--- config.mk ---
export PLATFORM = sky130hd
export DESIGN_NAME = hello_uart_tx
export DESIGN_NICKNAME = d
export VERILOG_FILES = /design/src/rtl/hello_uart_tx.sv
export SDC_FILE = /design/constraint.sdc
export NUM_CORES = 1
export LEC_CHECK = 0
export ABC_CLOCK_PERIOD_IN_PS = 5400
export BUFFER_PORTS_ARGS = -buffer_cell sky130_fd_sc_hd__buf_2
export CAP_MARGIN = 20
export CORE_ASPECT_RATIO = 0.8
export CORE_UTILIZATION = 40
export CTS_CLUSTER_DIAMETER = 50
export CTS_CLUSTER_SIZE = 20
export DETAILED_ROUTE_END_ITERATION = 6
export HOLD_SLACK_MARGIN = 0.05
export SYNTH_ARGS = -nofsm -noshare
export SYNTH_HDL_FRONTEND = slang
export SYNTH_SLANG_ARGS = --single-unit
--- constraint.sdc ---
create_clock -name clk -period 5.4 [get_ports clk]
set_input_delay 1.08 -clock clk [delete_from_list [all_inputs] [get_ports clk]]
set_output_delay 1.08 -clock clk [all_outputs]
set_load 0.03 [all_outputs]
--- src/rtl/hello_uart_tx.sv ---
// rtl/hello_uart_tx.sv - sends the fixed message "Hello World!\r\n" once per start as 8N1 UART frames
module hello_uart_tx #(
   parameter int CLKS_PER_BIT = 4
) (
   input  logic       clk,
   input  logic       rst_n,
   input  logic       start,
   output logic       tx,
   output logic       busy,
   output logic       done,
   output logic [3:0] char_idx
);

   localparam int BAUD_W = (CLKS_PER_BIT > 1) ? $clog2(CLKS_PER_BIT) : 1;
   localparam logic [BAUD_W-1:0] BAUD_LAST = BAUD_W'(CLKS_PER_BIT - 1);
   localparam logic [3:0] LAST_CHAR = 4'd13;
   localparam logic [2:0] LAST_BIT  = 3'd7;

   localparam logic [1:0] S_IDLE      = 2'd0;
   localparam logic [1:0] S_START_BIT = 2'd1;
   localparam logic [1:0] S_DATA_BITS = 2'd2;
   localparam logic [1:0] S_STOP_BIT  = 2'd3;

   logic [1:0]        r_state;
   logic [BAUD_W-1:0] r_baud;
   logic [2:0]        r_bit_idx;
   logic [3:0]        r_char_idx;
   logic              r_tx;
   logic              r_busy;
   logic              r_done;

   logic              w_baud_end;
   logic [7:0]        w_cur_byte;
   logic [2:0]        w_bit_next;

   function automatic logic [7:0] rom_byte(input logic [3:0] idx);
      case (idx)
         4'd0:    rom_byte = 8'h48;
         4'd1:    rom_byte = 8'h65;
         4'd2:    rom_byte = 8'h6C;
         4'd3:    rom_byte = 8'h6C;
         4'd4:    rom_byte = 8'h6F;
         4'd5:    rom_byte = 8'h20;
         4'd6:    rom_byte = 8'h57;
         4'd7:    rom_byte = 8'h6F;
         4'd8:    rom_byte = 8'h72;
         4'd9:    rom_byte = 8'h6C;
         4'd10:   rom_byte = 8'h64;
         4'd11:   rom_byte = 8'h21;
         4'd12:   rom_byte = 8'h0D;
         4'd13:   rom_byte = 8'h0A;
         default: rom_byte = 8'h00;
      endcase
   endfunction

   assign w_baud_end = (r_baud == BAUD_LAST);
   assign w_cur_byte = rom_byte(r_char_idx);
   assign w_bit_next = r_bit_idx + 3'd1;

   // tx is registered one bit ahead: each transition loads the level of the bit about to start
   always_ff @(posedge clk or negedge rst_n) begin
      if (!rst_n) begin
         r_state    <= S_IDLE;
         r_baud     <= '0;
         r_bit_idx  <= '0;
         r_char_idx <= '0;
         r_tx       <= 1'b1;
         r_busy     <= 1'b0;
         r_done     <= 1'b0;
      end else begin
         r_done <= 1'b0;
         case (r_state)
            S_IDLE: begin
               if (start) begin
                  r_state    <= S_START_BIT;
                  r_baud     <= '0;
                  r_bit_idx  <= '0;
                  r_char_idx <= '0;
                  r_tx       <= 1'b0;
                  r_busy     <= 1'b1;
               end
            end
            S_START_BIT: begin
               if (w_baud_end) begin
                  r_baud    <= '0;
                  r_bit_idx <= '0;
                  r_state   <= S_DATA_BITS;
                  r_tx      <= w_cur_byte[0];
               end else begin
                  r_baud <= r_baud + 1'b1;
               end
            end
            S_DATA_BITS: begin
               if (w_baud_end) begin
                  r_baud <= '0;
                  if (r_bit_idx == LAST_BIT) begin
                     r_state <= S_STOP_BIT;
                     r_tx    <= 1'b1;
                  end else begin
                     r_bit_idx <= w_bit_next;
                     r_tx      <= w_cur_byte[w_bit_next];
                  end
               end else begin
                  r_baud <= r_baud + 1'b1;
               end
            end
            S_STOP_BIT: begin
               if (w_baud_end) begin
                  r_baud <= '0;
                  if (r_char_idx == LAST_CHAR) begin
                     r_state    <= S_IDLE;
                     r_char_idx <= '0;
                     r_busy     <= 1'b0;
                     r_done     <= 1'b1;
                     r_tx       <= 1'b1;
                  end else begin
                     r_char_idx <= r_char_idx + 4'd1;
                     r_state    <= S_START_BIT;
                     r_tx       <= 1'b0;
                  end
               end else begin
                  r_baud <= r_baud + 1'b1;
               end
            end
            default: begin
               r_state <= S_IDLE;
               r_tx    <= 1'b1;
               r_busy  <= 1'b0;
            end
         endcase
      end
   end

   assign tx       = r_tx;
   assign busy     = r_busy;
   assign done     = r_done;
   assign char_idx = r_char_idx;

endmodule

# --- After elaboration in Yosys (flattened, before gate mapping) ---
# Memories as Yosys holds them, arrays and structs flattened.
# Index checks and enable logic that the tools add are counted.
op_classes:
  n_addsub: 3
  magnitude_cmp: 1
  n_eq_ne: 13
  mux: 34
  reduce_logical: 9
op_table:
  columns: ["operator", "n"]
  rows:
  - ["$mux 2", 7]
  - ["$ne 2x2->1 const B", 7]
  - ["$mux 1", 13]
  - ["$mux 3", 4]
  - ["$mux 4", 3]
  - ["$reduce_and 5->1", 2]
  - ["$pmux 3 s3", 1]
  - ["$pmux 2 s4", 1]
  - ["$pmux 4 s2", 1]
  - ["$reduce_and 4->1", 2]
  - ["$eq 2x2->1 const B", 3]
  - ["$add 4x1->4 const B", 1]
  - ["$eq 4x4->1 const B", 1]
  - ["$lt 3x4->1 const B", 1]
  - ["$pmux 1 s4", 1]
  - ["$pmux 2 s2", 1]
  - ["$add 3x1->3 const B", 1]
  - ["$bmux 1 s3", 1]
  - ["$eq 3x3->1 const B", 1]
  - ["$reduce_and 3->1", 1]
  - ["$reduce_bool 3->1", 1]
  - ["$reduce_or 3->1", 1]
  - ["$add 2x1->2 const B", 1]
  - ["$eq 2x1->1 const B", 1]
  - ["other kinds (3)", 3]
word_totals:
  regBits: 14
  mem_bits_ro: 112
  in_bits: 3
  out_inout_bits: 7
  mem_count: 1
mem_list:
  columns: ["name", "words", "word_bits", "rd", "rd_clocked_by_memory_dff", "wr", "line", "rtl"]
  rows:
  - ["(name not given)", 16, 7, 1, 0, 0, "37", "case (idx)"]

# --- Longest topological paths before layout ---
depth:
  ltp_word: 6
  depth_mapped: 7
  depth_no_buf: 7

# --- Worst setup path after synthesis ---
# OpenSTA, ideal clock, no wires.
synth_path:
  kind: "register -> register"
  startpoint: "register r_char_idx[0], in the netlist char_idx[0]"
  endpoint: "register r_tx, in the netlist tx"
  setup_time_ps: 78
  t_arrival_ps: 2123
  required_ps: 5322
  setup_slack_ps: 3199
  stages_incl_launch_ff: 8
  n_path_buf: 0
  synth_period_minus_slack_ps: 2201
  cell_sequence: "dfrtp_1 > inv_1 > ha_1 > inv_1 > a21oi_1 > mux4_2 > or3b_1 > a31o_1"
synth_between:
  elab_chain_cells: 6
  word_cells_on_any_way: 10
synth_lines:
  columns: ["element", "line", "rtl"]
  rows:
  - ["start: declaration", "27", "logic [3:0] r_char_idx;"]
  - ["start signal: assignment", "117", "r_char_idx <= r_char_idx + 4'd1;"]
  - ["$mem_v2 16x7", null, null]
  - ["$bmux 1 s3", "101", "r_tx <= w_cur_byte[w_bit_next];"]
  - ["$mux 1 (not written as such)", "101", null]
  - ["$mux 1", "96", "if (r_bit_idx == LAST_BIT) begin"]
  - ["$mux 1", "94", "if (w_baud_end) begin"]
  - ["$pmux 1 s4 (*)", "72", "case (r_state)"]
  - ["end signal: assignment", "88", "r_tx <= w_cur_byte[0];"]
  - ["end signal: assignment", "101", null]
  - ["end: declaration", "28", "logic r_tx;"]
# Mark *: on every way between the ends. The rest lies on a longest branch, timed or not. The select of a mux whose other input is x is not followed.
# A chain may end at the register's enable or synchronous reset.

# --- Final worst setup path ---
layout_path:
  startpoint: "register r_char_idx[3], in the netlist char_idx[3]"
  endpoint: "output char_idx[3]"
layout_lines:
  columns: ["element", "line", "rtl"]
  rows:
  - ["end: declaration", "11", "output logic [3:0] char_idx"]
# No word-level cell between the ends.

==> metrics.md <==
| Metric | Value |
|---|---|
| Routability-driven placement congestion ratio | 0.793 |
| Post-Layout Cell Count | 168 |
| Dominant register cell in the synthesized netlist | sky130_fd_sc_hd__dfrtp_1 |
| Hold violation count in the final report | 0 |
| Number of search-and-repair iterations in the first detailed-routing pass | 4 |
| Total die area | 2980 sq um |
| Ys async rst share | 1.00 |
| Wire length after detailed routing | 2.25 mm |
| Biggest area consumer among synthesized cells | sky130_fd_sc_hd__dfrtp_1 |
| Worst EP arrival | 1.18 ns |
| Placed Instances | 164 |
| Detailed Place HPWL | 1.70 mm |
| Fraction of final layout cells sized beyond drive strength 1 | 0.152 |
| CORE AREA | 2520 sq um |
| IO Port Bufs | 9 |
| Relative slew margins | 0.561 |
| Area of the mapped netlist | 1110 sq um |
| Fin Setup TNS | 0 ns |
| Total buffers and inverters traversed by the critical path | 1 |
| Row count | 16 |
| Final critical delay including setup and external delays | 2.26 ns |
| Remaining antenna violation count after routing | 0 |
| Clock share of power | 0.120 |
| Post-cts resize count | 0 |
| Total I/O pin count | 10 |
| Post-layout instance area | 1210 sq um |
| Total power of the final layout | 653 uW |
| Hold/Removal Path Class | reg2reg |
| Max Cap Violations | 0 |
| Most frequent cells after synthesis | 15 x sky130_fd_sc_hd__ha_1, 13 x sky130_fd_sc_hd__dfrtp_1, 12 x sky130_fd_sc_hd__inv_1, 12 x sky130_fd_sc_hd__nand2_1, 12 x sky130_fd_sc_hd__o21ai_0 |
| Root cell of the clock tree | sky130_fd_sc_hd__clkbuf_4 |
| Number of instances in the synthesized netlist | 123 |
| Design internal power | 342 uW |
| Number of max-slew violations in the final report | 0 |
| Die boundary width | 60.8 um |
| Status | completed |
| Achievable frequency | 0.442 GHz |
| Later-pin clock latency in the skew report | 0.29 ns |
| Worst Max-Slew Pin Slew | 0.652 ns |
| Instance area after placement | 1170 sq um |
| Routed wirelength normalized by instance count | 13.4 um |
| Power density relative to cell area | 540 nW/um^2 |
| Cell breakdown of the critical path | buf_2 |
| Most common cell in the synthesized netlist | sky130_fd_sc_hd__ha_1 |
| Final net count | 151 |
| Power spent charging and discharging nets | 310 uW |
| Number of buffers inserted during clock tree synthesis | 3 |
| Post-synth net total | 141 |
| Number of storage elements in the synthesis netlist | 14 |
| Clk slew on worst S/H paths | 0.09 ns |
| Switching power share of the total | 0.476 |
| Buffers from clock root to sink, at most | 2 |
| Data required time at the worst endpoint | 4.32 ns |
| Type of the setup path with the least slack | reg2out |
| Number of flops mapped to enable cells by yosys | 0 |
| Wire length of the first global-routing pass | 3.75 mm |
| Final worst-path cycle share | 0.419 |
| Cell class contributing the biggest share of worst-path delay | flip-flops |
| Initial core utilization | 0.438 |
| Total congestion overflow | 0 |
| Combinational group share of total power | 0.589 |
| Average cell area after synthesis | 8.99 sq um |
| # clock sinks | 14 |
| Layout overhead on the synthesized area | 9.39% |
| Worst-path fanout max | 16 |
| Leakage dissipation | 0.573 nW |
| Clock tree from TritonCTS | done |
| Initial antenna violation count | 0 |
| Crit path capture type | output pin |
| Total number of yosys warnings | 0 |
| Initial DRC count | 62 |
| Startpoint Class | flip-flop |
| Top cell type's share of synthesized area | 0.294 |
| Seq pwr share | 0.291 |
| Delay of the slowest critical-path stage | 0.61 ns |
| Number of global-route vias before repair | 799 |
| Maximum number of pins on one net before global-route repair | 17 |
| Number of endpoints failing setup at the final stage | 0 |
| Total number of vias | 922 |
| Total GRT Usage | 0.169 |
| Critical-path cell with the highest stage delay | sky130_fd_sc_hd__dfrtp_1 |
| Die Span Y | 49.0 um |
| Main area contributors after synthesis | sky130_fd_sc_hd__dfrtp_1 29%, sky130_fd_sc_hd__ha_1 17%, sky130_fd_sc_hd__o21ai_0 5.4%, sky130_fd_sc_hd__inv_1 4.1%, sky130_fd_sc_hd__nand2_1 4.1% |
| DRC violation count after routing | 0 |
| Cts hold-fix bufs | 0 |
| Vias per std cell | 5.49 |
| Proportion of synthesized chip area in sequential cells | 0.318 |
| Unrepaired setup endpoints after global routing | no |
| Layout fillers | 261 |
| N_diodes | 0 |
| Final cell utilization of the core | 0.480 |
| Post-CTS Setup Repair Bufs | 0 |
| Count of distinct cell types in the synthesized netlist | 36 |
| Final Skew | 0.00307 ns |
| VDD IR max | 0.302 mV |
| H-tree levels | 1 |
power by group through the flow:
| stage | registers (mW) | clock network, mW | logic, mW |
|---|---|---|---|
| 4_1_cts | 0.190 | 0.0802 | 0.383 |
| 2_1_floorplan | 0.204 | 0 | 0.279 |
| 6_report | 0.190 | 0.0786 | 0.384 |
| 3_5_place_dp | 0.192 | 0 | 0.381 |
| 5_1_grt | 0.197 | 0.0856 | 0.435 |
| 3_3_place_gp | 0.190 | 0 | 0.374 |
state kept, by name, indices dropped and copies added (netlist names):
name	cells
tx	1
busy	1
char_idx	4
r_bit_idx	3
done	1
r_baud	2
r_state	2
worst paths after layout:
path / from / endpoint / slack (ns) / cells past startpoint
worst max-delay path: char_idx[3] / char_idx[3] / 3.14 / 1
worst min-delay path: r_baud[1] / r_baud[1] / 0.51 / 2
worst max register to register: char_idx[1] / tx / 3.23 / 7
worst min register to register: r_baud[1] / r_baud[1] / 0.51 / 2
max in group asynchronous: rst_n / tx / 4.45 / 1
min in group asynchronous: rst_n / r_bit_idx[1] / 0.67 / 1
worst register-to-register path, cell delays in order (launching register included):
cell                       delay [ns]
sky130_fd_sc_hd__dfrtp_1         0.46
sky130_fd_sc_hd__inv_1           0.15
sky130_fd_sc_hd__ha_1            0.22
sky130_fd_sc_hd__inv_1           0.05
sky130_fd_sc_hd__mux4_1          0.55
sky130_fd_sc_hd__a222oi_1        0.38
sky130_fd_sc_hd__o31ai_1         0.12
sky130_fd_sc_hd__a31o_1          0.20
layer usage:
metal | wire, um | global-route usage
met5 | 0 | 0
met4 | 15 | 0.0341
met2 | 960 | 0.233
met1 | 1150 | 0.262
met3 | 122 | 0.0477
placed cells by master (no fill, tap or decap), types with 2 or more instances in the layout:
| master | synthesis | layout |
|---|---|---|
| sky130_fd_sc_hd__ha_1 | 15 | 15 |
| sky130_fd_sc_hd__dfrtp_1 | 13 | 13 |
| sky130_fd_sc_hd__inv_1 | 12 | 12 |
| sky130_fd_sc_hd__o21ai_0 | 12 | 12 |
| sky130_fd_sc_hd__nand2_1 | 12 | 12 |
| sky130_fd_sc_hd__buf_2 | 0 | 9 |
| sky130_fd_sc_hd__a21oi_1 | 7 | 7 |
| sky130_fd_sc_hd__nor2_1 | 6 | 6 |
| sky130_fd_sc_hd__nand3_1 | 4 | 4 |
| sky130_fd_sc_hd__o31ai_1 | 4 | 4 |
| sky130_fd_sc_hd__a22o_1 | 4 | 4 |
| sky130_fd_sc_hd__and3_1 | 3 | 3 |
| sky130_fd_sc_hd__clkbuf_4 | 0 | 3 |
| sky130_fd_sc_hd__nor3_1 | 2 | 2 |
| sky130_fd_sc_hd__nand2b_1 | 2 | 2 |
| sky130_fd_sc_hd__nor4_1 | 2 | 2 |
| sky130_fd_sc_hd__a21o_1 | 2 | 2 |
final cells by class:
cell class                      count  area, sq um  area share
Clock buffer                        4         36.3      0.0300
Inverter                           12         45.0      0.0372
Multi-Input combinational cell     93          687       0.568
Sequential cell                    14          352       0.291
Tap cell                           36         45.0      0.0372
Timing Repair Buffer                9         45.0      0.0372
through the flow:
stage | setup slack (ns) | hold WS, ns
6_report | 3.14 | 0.507
5_1_grt | 3.07 | 0.552
4_1_cts | 3.13 | 0.500
3_5_place_dp | 3.11 | 0.477
3_3_place_gp | 3.19 | 0.470
2_1_floorplan | 3.20 | 0.443
kinds of logic after synthesis:
| logic type | Yosys count | synth area share |
|---|---|---|
| adders and majority gates | 15 | 0.170 |
| muxes | 4 | 0.0634 |
| DFF | 14 | 0.318 |
| AOI/OAI and AO/OA | 33 | 0.191 |
| xor gates and xnor gates | 1 | 0.00792 |
| and+or+nand+nor | 40 | 0.189 |
| buffers and inverters | 16 | 0.0611 |
(Power assumes the default switching activity.)
